File: src/rtl/regfile_writeback_unit.sv
// Write-back stage: retires one EXU instruction at a time, waits for LSU data on
// loads, sign/zero-extends it and drives a one-cycle register-file write + commit.
// Optional feature macro: WB_LOAD_TIMEOUT_EN (bounds LOAD_WAIT to LOAD_TIMEOUT cycles).
module regfile_writeback_unit #(
    parameter int ISA_WIDTH    = 32,
    parameter int REG_ADDR     = 5,
    parameter int LOAD_TIMEOUT = 256
) (
    input  logic                 clk,
    input  logic                 i_rst_n,
    input  logic                 i_valid,
    output logic                 o_ready,
    input  logic [REG_ADDR-1:0]  i_rd,
    input  logic                 i_rd_wen,
    input  logic                 i_is_load,
    input  logic [2:0]           i_ld_funct3,
    input  logic [1:0]           i_ld_addr_lo,
    input  logic [ISA_WIDTH-1:0] i_alu_res,
    input  logic [ISA_WIDTH-1:0] i_pc,
    input  logic                 i_ld_valid,
    input  logic [ISA_WIDTH-1:0] i_ld_data,
    input  logic                 i_ld_err,
    output logic                 o_wen,
    output logic [REG_ADDR-1:0]  o_waddr,
    output logic [ISA_WIDTH-1:0] o_wdata,
    output logic                 o_commit,
    output logic [ISA_WIDTH-1:0] o_commit_pc,
    output logic                 o_err,
    output logic                 o_pend_valid,
    output logic [REG_ADDR-1:0]  o_pend_rd,
    output logic                 o_timeout
);

    typedef enum logic [1:0] {S_IDLE, S_LOAD_WAIT, S_COMMIT} state_e;

    state_e                 state_q, state_d;
    logic [REG_ADDR-1:0]    rd_q, rd_d;
    logic                   rd_wen_q, rd_wen_d;
    logic [2:0]             funct3_q, funct3_d;
    logic [1:0]             addr_lo_q, addr_lo_d;
    logic [ISA_WIDTH-1:0]   data_q, data_d;
    logic [ISA_WIDTH-1:0]   pc_q, pc_d;
    logic                   err_q, err_d;
    logic                   ld_timeout;
    logic                   rd_live;

    // A write is only meaningful for an enabled, non-x0 destination
    assign rd_live = rd_wen_q & (rd_q != '0);

`ifdef WB_LOAD_TIMEOUT_EN
    localparam int CW = $clog2(LOAD_TIMEOUT) + 1;
    logic [CW-1:0] cnt_q, cnt_d;

    // Counter is held at zero outside LOAD_WAIT so it starts fresh on every entry
    always_comb begin
        cnt_d = '0;
        if (state_q == S_LOAD_WAIT) cnt_d = cnt_q + 1'b1;
    end

    // Load-wait cycle counter
    always_ff @(posedge clk or negedge i_rst_n) begin
        if (!i_rst_n) cnt_q <= '0;
        else          cnt_q <= cnt_d;
    end

    // Data arriving on the last allowed cycle beats the timeout
    assign ld_timeout = (state_q == S_LOAD_WAIT) & ~i_ld_valid &
                        (cnt_q == CW'(LOAD_TIMEOUT - 1));
`else
    logic unused_cfg;
    assign unused_cfg = (LOAD_TIMEOUT > 0);
    assign ld_timeout = 1'b0;
`endif

    // Extend the raw load word according to the latched funct3 / address offset
    logic [ISA_WIDTH-1:0] ld_shift;
    logic [7:0]           ld_byte;
    logic [15:0]          ld_half;
    logic [ISA_WIDTH-1:0] ld_ext;
    always_comb begin
        ld_shift = i_ld_data >> {addr_lo_q, 3'b000};
        ld_byte  = ld_shift[7:0];
        ld_half  = addr_lo_q[1] ? i_ld_data[31:16] : i_ld_data[15:0];
        case (funct3_q)
            3'b000:  ld_ext = {{(ISA_WIDTH-8){ld_byte[7]}}, ld_byte};
            3'b001:  ld_ext = {{(ISA_WIDTH-16){ld_half[15]}}, ld_half};
            3'b100:  ld_ext = {{(ISA_WIDTH-8){1'b0}}, ld_byte};
            3'b101:  ld_ext = {{(ISA_WIDTH-16){1'b0}}, ld_half};
            default: ld_ext = i_ld_data;
        endcase
    end

    // FSM state register
    always_ff @(posedge clk or negedge i_rst_n) begin
        if (!i_rst_n) state_q <= S_IDLE;
        else          state_q <= state_d;
    end

    // FSM next state
    always_comb begin
        state_d = state_q;
        case (state_q)
            S_IDLE:      if (i_valid) state_d = i_is_load ? S_LOAD_WAIT : S_COMMIT;
            S_LOAD_WAIT: if (i_ld_valid || ld_timeout) state_d = S_COMMIT;
            S_COMMIT:    state_d = S_IDLE;
            default:     state_d = S_IDLE;
        endcase
    end

    // FSM outputs: everything is qualified by state so idle outputs read as zero
    always_comb begin
        o_ready      = (state_q == S_IDLE);
        o_commit     = (state_q == S_COMMIT);
        o_wen        = 1'b0;
        o_waddr      = '0;
        o_wdata      = '0;
        o_commit_pc  = '0;
        o_err        = 1'b0;
        o_pend_valid = 1'b0;
        o_pend_rd    = '0;
        o_timeout    = ld_timeout;
        if (state_q == S_COMMIT) begin
            o_wen       = rd_live & ~err_q;
            o_waddr     = rd_q;
            o_wdata     = data_q;
            o_commit_pc = pc_q;
            o_err       = err_q;
        end
        if (state_q != S_IDLE && rd_live) begin
            o_pend_valid = 1'b1;
            o_pend_rd    = rd_q;
        end
    end

    // Instruction latches: captured on accept, load data/err overwritten on arrival
    always_comb begin
        rd_d      = rd_q;
        rd_wen_d  = rd_wen_q;
        funct3_d  = funct3_q;
        addr_lo_d = addr_lo_q;
        data_d    = data_q;
        pc_d      = pc_q;
        err_d     = err_q;
        if (state_q == S_IDLE && i_valid) begin
            rd_d      = i_rd;
            rd_wen_d  = i_rd_wen;
            funct3_d  = i_ld_funct3;
            addr_lo_d = i_ld_addr_lo;
            data_d    = i_alu_res;
            pc_d      = i_pc;
            err_d     = 1'b0;
        end else if (state_q == S_LOAD_WAIT) begin
            if (i_ld_valid) begin
                data_d = ld_ext;
                err_d  = i_ld_err;
            end else if (ld_timeout) begin
                err_d = 1'b1;
            end
        end
    end

    // Latch registers
    always_ff @(posedge clk or negedge i_rst_n) begin
        if (!i_rst_n) begin
            rd_q      <= '0;
            rd_wen_q  <= 1'b0;
            funct3_q  <= '0;
            addr_lo_q <= '0;
            data_q    <= '0;
            pc_q      <= '0;
            err_q     <= 1'b0;
        end else begin
            rd_q      <= rd_d;
            rd_wen_q  <= rd_wen_d;
            funct3_q  <= funct3_d;
            addr_lo_q <= addr_lo_d;
            data_q    <= data_d;
            pc_q      <= pc_d;
            err_q     <= err_d;
        end
    end

endmodule

File: config.mk
export PLATFORM = sky130hd
export DESIGN_NAME = regfile_writeback_unit
export DESIGN_NICKNAME = d
export VERILOG_FILES = /design/src/rtl/regfile_writeback_unit.sv
export SDC_FILE = /design/constraint.sdc
export NUM_CORES = 1
export LEC_CHECK = 0
export BUFFER_PORTS_ARGS = -buffer_cell sky130_fd_sc_hd__buf_2
export CAP_MARGIN = 0
export CORE_MARGIN = 2
export CORE_UTILIZATION = 38
export CTS_BUF_LIST = sky130_fd_sc_hd__clkbuf_8
export DETAILED_ROUTE_END_ITERATION = 7
export GPL_ROUTABILITY_DRIVEN = 0
export GPL_TIMING_DRIVEN = 0
export PLACE_DENSITY = 0.64
export REMOVE_ABC_BUFFERS = 1
export SYNTH_ARGS = -nofsm -noshare
export SYNTH_HDL_FRONTEND = slang
export SYNTH_SLANG_ARGS = --single-unit
File: constraint.sdc
create_clock -name clk -period 4.8 [get_ports clk]
set_input_delay 0.72 -clock clk [delete_from_list [all_inputs] [get_ports clk]]
set_output_delay 0.72 -clock clk [all_outputs]
set_load 0.01 [all_outputs]
==> summary.md <==
| Metric | Value |
|---|---|
| Status | complete, no violations |
| Top cell type's share of synthesized area | 0.4397 |
| Pin count of the biggest net entering global routing | 76 |
| Clock transition at the registers of the reported paths | 0.08 ns |
| R2R cell count | 4 |
| Clock Latency Late Sink | 0.36 ns |
| Worst Clk Skew | 0.008974 ns |
| Crit path from | state_q[1] |
| Post-DP HPWL | 9280 um |
| I/O pins | 193 |
| Register area | 1953 um^2 |
| H-Tree Depth | 3 |
| Maximum vdd drop | 0.0001864 V |
| Comb pwr share | 0.324 |
| Clock Path Buffers | 2 |
| Final worst slack | 1.811 ns |
| Drt first pass iters | 4 |
| Average via count per standard cell | 5.108 |
| Mapped Cells | 522 |
| Number of remaining DRC errors | 0 |
| Total grt overflow | 0 |
| First-pass GRT wire length | 20910 um |
| CTS Buf Count | 9 |
| Critical R2R Capture | data_q[20] |
| Synth Flop Type | dfrtp_1 |
| Syn-to-layout area delta | 27.99% |
| Critical Path Start Type | register |
| Most common cell in the synthesized netlist | nand2_1 |
| Die area | 12560 um^2 |
| Setup CP Type | reg -> out |
| Setup TNS | 0 ns |
| Fin util | 0.4976 |
| Synth cell count leaders | nand2_1 (163), dfrtp_1 (78), and2_1 (70) |
| WHS | 0.2827 ns |
| Pre-CTS WS | 2.112 ns |
| Detailed Route Iter0 Violations | 197 |
| Max Clk Rate | 334.6 MHz |
| Synth Register Bits | 78 |
| Clock power frac | 0.227 |
| Avg WL per Cell | 15.46 um |
| Hold Crit Class | in -> async |
| Worst r2r src | state_q[0] |
| Critical Path Fanout Max | 43 |
| Crit end category | output port |
| Root Driver | clkbuf_8 |
| Min Tclk post-route | 2.989 ns |
| PD cells | 394.0 nW/um^2 |
| RSZ-0062 raised after global routing | no |
| R2R setup slack | 2.48 ns |
| Post-route ant nets | 0 |
| Setup bufs post-CTS | 0 |
| CP endpoint | o_wen |
| Yosys cell types | 48 |
| Routed wire length | 12920 um |
| Multi-input gate area | 2265 um^2 |
| Lkg Pwr | 3.102 nW |
| Initial Utilization | 0.3888 |
| GRT Total Usage | 0.2040 |
| Core footprint | 11420 um^2 |
| Fin. Hold Viols | 0 |
| Critical Path AT | 2.27 ns |
| Sequential Power Share | 0.449 |
| Data required, critical path | 4.08 ns |
| Syn Area/Cell | 8.504 um^2 |
| Chip width | 112.1 um |
| Initial antenna violation count | 1 |
| FFs w/ async S/R, synth | 1.000 |
| Ys Warns | 0 |
| Port Buffers | 191 |
| Vias in the first global route | 4191 |
| Fin. max-slew vios | 0 |
| Final worst-path cycle share | 0.6226 |
| Worst slew margin | 0.1074 |
| Sw Ratio | 0.3626 |
| Die Y | 112.1 um |
| Clock sink count | 78 |
| FP Rows | 39 |
| Post-synth EDFFs | 0 |
| Post-Syn Area | 4439 um^2 |
| Via count | 4270 |
| Number of max-cap violations | 0 |
| NetSw | 811.9 uW |
| Slew at the pin with the worst max-slew slack | 1.339 ns |
| Internal Pwr Total | 1.427 mW |
| Final setup vio count | 0 |
| Layout Nets | 800 |
| Fillcell total | 1153 |
| Post-cts sizing count | 0 |
| Yosys top cell by area | dfrtp_1 |
| Synth top area cells | dfrtp_1 (44%), nand2_1 (14%), and2_1 (9.9%) |
| TritonCTS clock tree | done |
| Register area share after synthesis | 0.4397 |
| Hold buffer count at cts | 0 |
| Layout cells sized above 1 | 0.3353 |
==> power groups by stage <==
stage	combinational [mW]	clock (mW)	sequential (mW)
2_1_floorplan	0.472	0	0.969
3_3_place_gp	0.691	0	1.01
3_5_place_dp	0.730	0	1.02
4_1_cts	0.733	0.523	1.01
5_1_grt	0.808	0.551	1.04
6_report	0.725	0.508	1.01
==> sequential cells by signal (all words and copies together) (netlist names) <==
register / flops
funct3_q: 3
rd_q: 5
data_q: 32
rd_wen_q: 1
err_q: 1
pc_q: 32
state_q: 2
addr_lo_q: 2
==> through the flow <==
stage / cells / cell area (um^2) / power, mW
2_1_floorplan: 480 / 4217 / 1.441
3_3_place_gp: 814 / 5351 / 1.697
3_5_place_dp: 819 / 5480 / 1.750
4_1_cts: 835 / 5678 / 2.263
5_1_grt: 835 / 5679 / 2.399
6_report: 836 / 5682 / 2.239
==> area by class of cell <==
type	instances	area share
clock buffers	9	0.02180
repair buffers	196	0.1885
well taps	143	0.03149
inverters	3	0.002422
diodes	1	0.0004404
clock inverters	7	0.01299
multi-input cells	399	0.3986
flip-flops and latches	78	0.3438
==> worst max-delay path: stages, from the launching register on <==
cell and delay [ns]:
dfrtp_1 0.58, nor2b_4 0.75, buf_16 0.24, nor3b_1 0.18, buf_2 0.16
==> cell families (layout without fill, tap and decap cells) <==
family,after synthesis,after routing,synth area share
buffers and inverters,45,215,0.05327
muxes,11,11,0.02677
AOI/OAI and AO/OA,105,105,0.1685
other,1,2,0.0008447
and+or+nand+nor,282,282,0.3109
DFF,78,78,0.4397
==> layout by cell type, fill, tap and decap left out, types with 2 or more instances in the layout <==
| cell type | netlist | final |
|---|---|---|
| inv_1 | 2 | 3 |
| buf_16 | 0 | 3 |
| a211o_1 | 16 | 16 |
| clkinvlp_4 | 0 | 3 |
| a22o_1 | 7 | 7 |
| and2_1 | 70 | 70 |
| buf_8 | 0 | 2 |
| o22ai_1 | 8 | 8 |
| a21oi_2 | 2 | 2 |
| a211oi_2 | 2 | 2 |
| o31ai_1 | 7 | 7 |
| clkbuf_8 | 0 | 9 |
| nand2_1 | 163 | 163 |
| dfrtp_1 | 78 | 77 |
| mux2_2 | 3 | 3 |
| mux2i_1 | 7 | 7 |
| a211oi_1 | 5 | 5 |
| nor2b_4 | 1 | 2 |
| o21ai_0 | 12 | 12 |
| and3_1 | 6 | 6 |
| a21oi_1 | 25 | 25 |
| or3_1 | 7 | 7 |
| a2111oi_0 | 7 | 7 |
| nand3_1 | 16 | 16 |
| a22oi_1 | 7 | 7 |
| nand3b_1 | 2 | 2 |
| nor3b_2 | 3 | 2 |
| buf_2 | 13 | 190 |
| nor2_1 | 4 | 4 |
| inv_6 | 0 | 2 |
==> worst min-delay path by stage <==
stage | cells past startpoint | endpoint | slack [ns]
finish | 1 | data_q[21] | 0.28
global route | 1 | data_q[21] | 0.31
CTS | 1 | data_q[24] | 0.29
detailed placement | 2 | pc_q[18] | 0.45
global placement | 2 | pc_q[17] | 0.45
floorplan | 0 | addr_lo_q[0] | 0.42
==> per-layer routing <==
metal	vias to the layer above	routed length, um	global-route usage
met4	0	316	0.08049
met1	2023	5689	0.2736
met5	-	0	0
met3	24	728	0.03834
li1	2096	-	-
met2	127	6189	0.3285
(Power assumes the default switching activity.)
